==> src/rtl/ps2_mouse_tracker.sv <==
//------------------------------------------------------------------------------
// Module   : ps2_mouse_tracker
// Function : Converts decoded PS/2 mouse packets into an absolute cursor
//            position clamped to [0,X_MAX] x [0,Y_MAX], with button levels,
//            press/release pulses, an update strobe and a reject strobe.
//            Two-stage pipeline: packet capture, then position/button update.
// Options  : PS2_WHEEL_EN - adds a saturating 8-bit wheel accumulator (oWheel)
// Revision : 1.0  initial release
//------------------------------------------------------------------------------
`default_nettype none

module ps2_mouse_tracker #(
  parameter int X_W    = 10,
  parameter int Y_W    = 10,
  parameter int X_MAX  = 639,
  parameter int Y_MAX  = 479,
  parameter int X_INIT = 320,
  parameter int Y_INIT = 240,
  parameter int Y_INV  = 1
) (
  input  logic           CLOCK,
  input  logic           RST_n,
  input  logic           iTrig,
  input  logic [31:0]    iData,
  input  logic           iRecenter,
  output logic [X_W-1:0] oPosX,
  output logic [Y_W-1:0] oPosY,
  output logic [2:0]     oBtn,
  output logic [2:0]     oPress,
  output logic [2:0]     oRelease,
  output logic           oValid,
  output logic           oErr
`ifdef PS2_WHEEL_EN
  ,
  output logic signed [7:0] oWheel
`endif
);

  localparam logic [X_W-1:0]        C_X_INIT  = X_W'(X_INIT);
  localparam logic [Y_W-1:0]        C_Y_INIT  = Y_W'(Y_INIT);
  localparam logic [X_W-1:0]        C_X_MAX_U = X_W'(X_MAX);
  localparam logic [Y_W-1:0]        C_Y_MAX_U = Y_W'(Y_MAX);
  localparam logic signed [X_W+1:0] C_X_MAX_S = (X_W+2)'(X_MAX);
  localparam logic signed [Y_W+1:0] C_Y_MAX_S = (Y_W+2)'(Y_MAX);

  // Stage 1: captured packet
  logic       s1_vld_q;
  logic       s1_bad_q;
  logic [8:0] s1_dx_q;
  logic [8:0] s1_dy_q;
  logic [2:0] s1_btn_q;

  // Stage 2: architectural state / registered outputs
  logic [X_W-1:0] posx_q, posx_d;
  logic [Y_W-1:0] posy_q, posy_d;
  logic [2:0]     btn_q;
  logic [2:0]     press_q;
  logic [2:0]     rel_q;
  logic           valid_q;
  logic           err_q;

  logic signed [X_W+1:0] ext_x, sum_x;
  logic signed [Y_W+1:0] ext_y, sum_y;
  logic [X_W-1:0]        clamp_x;
  logic [Y_W-1:0]        clamp_y;
  logic                  s1_good;

  assign s1_good = s1_vld_q & ~s1_bad_q;

  // Capture the packet and decode signed 9-bit motion; overflowed axes are zeroed
  always_ff @(posedge CLOCK) begin
    if (!RST_n) begin
      s1_vld_q <= 1'b0;
      s1_bad_q <= 1'b0;
      s1_dx_q  <= '0;
      s1_dy_q  <= '0;
      s1_btn_q <= '0;
    end else begin
      s1_vld_q <= iTrig;
      if (iTrig) begin
        s1_bad_q <= ~iData[3];
        s1_dx_q  <= iData[6] ? 9'd0 : {iData[4], iData[15:8]};
        s1_dy_q  <= iData[7] ? 9'd0 : {iData[5], iData[23:16]};
        s1_btn_q <= iData[2:0];
      end
    end
  end

  // Accumulate motion in widened signed arithmetic, clamp, and apply recenter priority
  always_comb begin
    ext_x = {{(X_W-7){s1_dx_q[8]}}, s1_dx_q};
    ext_y = {{(Y_W-7){s1_dy_q[8]}}, s1_dy_q};
    sum_x = $signed({2'b00, posx_q}) + ext_x;
    if (Y_INV != 0) begin
      sum_y = $signed({2'b00, posy_q}) - ext_y;
    end else begin
      sum_y = $signed({2'b00, posy_q}) + ext_y;
    end

    if (sum_x[X_W+1]) begin
      clamp_x = '0;
    end else if (sum_x > C_X_MAX_S) begin
      clamp_x = C_X_MAX_U;
    end else begin
      clamp_x = sum_x[X_W-1:0];
    end

    if (sum_y[Y_W+1]) begin
      clamp_y = '0;
    end else if (sum_y > C_Y_MAX_S) begin
      clamp_y = C_Y_MAX_U;
    end else begin
      clamp_y = sum_y[Y_W-1:0];
    end

    posx_d = posx_q;
    posy_d = posy_q;
    if (iRecenter) begin
      posx_d = C_X_INIT;
      posy_d = C_Y_INIT;
    end else if (s1_good) begin
      posx_d = clamp_x;
      posy_d = clamp_y;
    end
  end

  // Commit position, buttons and one-cycle strobes
  always_ff @(posedge CLOCK) begin
    if (!RST_n) begin
      posx_q  <= C_X_INIT;
      posy_q  <= C_Y_INIT;
      btn_q   <= '0;
      press_q <= '0;
      rel_q   <= '0;
      valid_q <= 1'b0;
      err_q   <= 1'b0;
    end else begin
      posx_q  <= posx_d;
      posy_q  <= posy_d;
      valid_q <= s1_good;
      err_q   <= s1_vld_q & s1_bad_q;
      if (s1_good) begin
        btn_q   <= s1_btn_q;
        press_q <= s1_btn_q & ~btn_q;
        rel_q   <= ~s1_btn_q & btn_q;
      end else begin
        press_q <= '0;
        rel_q   <= '0;
      end
    end
  end

  assign oPosX    = posx_q;
  assign oPosY    = posy_q;
  assign oBtn     = btn_q;
  assign oPress   = press_q;
  assign oRelease = rel_q;
  assign oValid   = valid_q;
  assign oErr     = err_q;

`ifdef PS2_WHEEL_EN
  logic [3:0]        s1_z_q;
  logic signed [7:0] wheel_q, wheel_d;
  logic signed [8:0] wsum;
  logic              unused_zhi;

  assign unused_zhi = ^iData[31:28];

  // Capture the 4-bit wheel delta alongside the packet
  always_ff @(posedge CLOCK) begin
    if (!RST_n) begin
      s1_z_q <= '0;
    end else if (iTrig) begin
      s1_z_q <= iData[27:24];
    end
  end

  // Saturating wheel accumulation; recenter clears it
  always_comb begin
    wsum    = {wheel_q[7], wheel_q} + {{5{s1_z_q[3]}}, s1_z_q};
    wheel_d = wheel_q;
    if (iRecenter) begin
      wheel_d = '0;
    end else if (s1_good) begin
      if (wsum[8] != wsum[7]) begin
        wheel_d = wsum[8] ? 8'sh80 : 8'sh7F;
      end else begin
        wheel_d = wsum[7:0];
      end
    end
  end

  // Wheel accumulator register
  always_ff @(posedge CLOCK) begin
    if (!RST_n) begin
      wheel_q <= '0;
    end else begin
      wheel_q <= wheel_d;
    end
  end

  assign oWheel = wheel_q;
`else
  logic unused_z;
  assign unused_z = ^iData[31:24];
`endif

endmodule

`default_nettype wire

==> config.mk <==
export PLATFORM = sky130hd
export DESIGN_NAME = ps2_mouse_tracker
export DESIGN_NICKNAME = d
export VERILOG_FILES = /design/src/rtl/ps2_mouse_tracker.sv
export SDC_FILE = /design/constraint.sdc
export NUM_CORES = 1
export LEC_CHECK = 0
export CAP_MARGIN = 10
export CORE_MARGIN = 2
export CORE_UTILIZATION = 55
export DETAILED_ROUTE_END_ITERATION = 10
export GPL_TIMING_DRIVEN = 0
export PLACE_DENSITY = 0.86
export SYNTH_ARGS = -nofsm -noshare
export SYNTH_HDL_FRONTEND = slang
export SYNTH_SLANG_ARGS = --single-unit
export TNS_END_PERCENT = 5
==> constraint.sdc <==
create_clock -name CLOCK -period 8.1 [get_ports CLOCK]
set_clock_uncertainty 0.1 [all_clocks]
set_input_delay 1.215 -clock CLOCK [delete_from_list [all_inputs] [get_ports CLOCK]]
set_output_delay 1.215 -clock CLOCK [all_outputs]
set_load 0.02 [all_outputs]
==> summary.md <==
| Metric | Value |
|---|---|
| Hold buffer count at cts | 0 |
| Xor/xnor cell area share of the yosys netlist | 3.57% |
| RePlAce Congestion | 0.951 |
| Worst hold slack | 379 ps |
| Final period util | 41.6% |
| Synthesized flop and latch total | 54 |
| Slew HR | 43.9% |
| Vias/cell | 5.92 |
| Crit-path cells | inv_1 -> ha_1 -> inv_1 -> fa_1 -> a21oi_1 -> o22ai_1 -> a311o_1 -> a21o_1 -> nor4_1 -> nor2_1 -> a221o_1 |
| CP Launch Type | flip-flop |
| Die height | 80.1 um |
| Final setup vio count | 0 |
| Fmax | 297 MHz |
| Leakage | 1.56 nW |
| Post-synth top cells | 54 x dfxtp_1, 36 x nand2_1, 27 x nor2b_1, 25 x inv_1, 24 x a21oi_1 |
| Largest net degree at the start of global routing | 19 |
| Num CTS Buffers | 5 |
| PortBufs | 57 |
| Fin. Hold Viols | 0 |
| Biggest area consumer among synthesized cells | dfxtp_1 |
| Ant. Diodes | 0 |
| Ranking of synthesized cells by area | dfxtp_1 34%, ha_1 8.6%, nor2b_1 5.3% |
| Global route overflow | 0 |
| Ratio of cells with drive above 1 in the final layout | 3.86% |
| Num rows | 27 |
| Fillers | 466 |
| Syn Inst Count | 375 |
| Multiplexer share of the synthesized area | 1.92% |
| FF/Latch Area | 1080 um2 |
| Register area share after synthesis | 33.9% |
| Synth Area in Compound Gates | 23.5% |
| Worst Path Arrival | 3480 ps |
| CTS clk-pin slew, worst paths | 100 ps |
| CTS tree | built |
| Max stage delay on crit path | 740 ps |
| Worst hold path class | flip-flop to flip-flop |
| Worst Setup End Kind | flip-flop |
| Total Neg Setup Slack | 0 ps |
| DR vias | 3031 |
| Count leader, synth | dfxtp_1 |
| Largest family of logic cells by synthesized area | compound AO/OA/AOI/OAI gates |
| Final wirelength | 8.08 mm |
| Share of the synthesized area in the top cell type | 33.9% |
| Worst r2r src | oPosY[0] |
| Clock H-tree levels | 2 |
| Initial DRT Pass Iterations | 5 |
| Max IR drop VDD | 0.129 mV |
| Skew-Pair Late Insertion Delay | 310 ps |
| Critical path's slowest cell | nor4_1 |
| Max-cap violations | 0 |
| Post-Synth Adder-Cell Area | 9.89% |
| Post-Synthesis Cell Area | 3190 um2 |
| Initial antenna violation count | 0 |
| DRC viols | 0 |
| Yosys warnings | 0 |
| HPWL after DPL | 6.21 mm |
| Worst hold start | s1_btn_q[1] |
| Yosys cell types | 61 |
| Tmin final | 3370 ps |
| IO Pins | 67 |
| First-pass GRT wire length | 13.0 mm |
| Multi-input combinational cell area | 1960 um2 |
| Pwr/cell area | 150 nW/um2 |
| Post-synth top flop | dfxtp_1 |
| Die Width | 80.1 um |
| Initial Util | 57.5% |
| GRT Util Overall | 25.7% |
| CP Class | flip-flop to flip-flop |
| Setup Fix Bufs, Post-CTS | 0 |
| Req. time, crit path | 8210 ps |
| Clock buffer depth | 2 |
| Drt first-iter violations | 242 |
| Number of enable flip-flop cells after synthesis | 0 |
| Post-Syn Nets | 435 |
| Crit path max fanout | 5 |
| Simple-Gate Fraction of Synth Area | 22.7% |
| PostCTS Resize Cnt | 0 |
| Sink Count | 54 |
| Final ANT Viol Nets | 0 |
| Area grow syn2layout | 24.4% |
| Worst setup path start | oPosY[0] |
| Asr flop ratio synth | 0% |
| Worst-Margin Slew | 834 ps |
| Avg Cell Area, Syn | 8.50 um2 |
| Routed wire per std cell | 15.8 um |
| Clock Tree Root | clkbuf_8 |
| Final Net Count | 499 |
| CORE AREA | 5540 um2 |
| Max Slew Vio Count | 0 |
| RSZ-0062 raised after global routing | false |
| Vias in the first global route | 2723 |
| Die area | 6420 um2 |
| CP most frequent cell | inv_1 |
| Status | completed |
-- sequential cells by signal (all words and copies together), names as in the netlist --
signal,flops
oBtn,3
oErr,1
oPosX,10
oPosY,10
oPress,3
oRelease,3
oValid,1
s1_bad_q,1
s1_btn_q,3
s1_dx_q,9
s1_dy_q,9
s1_vld_q,1
-- worst max-delay path, delay by kind of cell (launching register included) --
kind                       cells  cell delay, ps
AOI/OAI and AO/OA              5            1340
buffers and inverters          2             110
adders and majority gates      2             540
and+or+nand+nor                2             830
DFF                            1             340
-- power by group --
| part | switching (W) | leakage [nW] | internal [W] |
|---|---|---|---|
| clock | 0.0000945 | 0.0587 | 0.0000938 |
| combinational | 0.0000672 | 1.06 | 0.0000566 |
| sequential | 0.00000667 | 0.439 | 0.000274 |
| total | 0.000168 | 1.56 | 0.000424 |
-- metal layers --
layer	wire length (um)	share of wire (%)	up-vias	global-route usage, %
met2	3770	47	115	42.2
met3	492	6.1	17	4.04
met5	0	0	-	0
li1	-	-	1475	-
met1	3670	45	1424	35.2
met4	146	1.8	0	7.12
-- path summary, 6_finish.rpt --
kind	cells after the start	slack (ps)	endpoint
setup / recovery	11	4730	oPosY[5]
hold / removal	1	380	oRelease[1]
setup reg to reg	11	4730	oPosY[5]
hold reg to reg	1	380	oRelease[1]
-- cell usage in the layout (no fill, tap or decap), types with 4 or more instances in the layout --
cell type,instances
a211oi_1,4
a21o_1,4
a21oi_1,24
a221o_1,5
a22o_1,5
and2_1,14
and3_1,5
clkbuf_1,11
clkbuf_8,5
clkdlybuf4s50_1,57
dfxtp_1,54
ha_1,22
inv_1,25
mux2i_1,5
nand2_1,36
nand2b_1,7
nand3_1,4
nor2_1,16
nor2b_1,27
nor3b_1,7
o21ai_0,19
or3_1,4
xnor2_1,7
xor2_1,6
-- logic make-up (layout without fill, tap and decap cells) --
family | after synthesis | count (layout)
simple gates | 135 | 135
mux | 6 | 6
flops | 54 | 54
buf+inv | 38 | 103
fa+ha+maj | 24 | 24
xor+xnor | 13 | 13
compound gates | 105 | 105
-- cell type report --
class                      count  area share [%]
clock buffer                   5            1.74
clock inverter                 3            1.20
buffer                        13            1.26
inverter                      25            2.37
timing repair buffer          57            14.4
sequential                    54            27.3
multi-input combinational    283            49.5
tap                           72            2.27
-- through the flow --
step	cell area [um2]	instances	util [%]	setup slack [ps]	power, W
CTS	3970	512	71.6	4800	0.000591
floorplan	3190	375	-	5230	0.000366
global placement	3850	504	69.5	4820	0.000404
global route	3970	512	71.6	4530	0.000618
finish	3970	512	71.6	4730	0.000593
detailed placement	3850	504	69.5	4800	0.000408
Note: power is estimated with default switching activity, not from simulation.
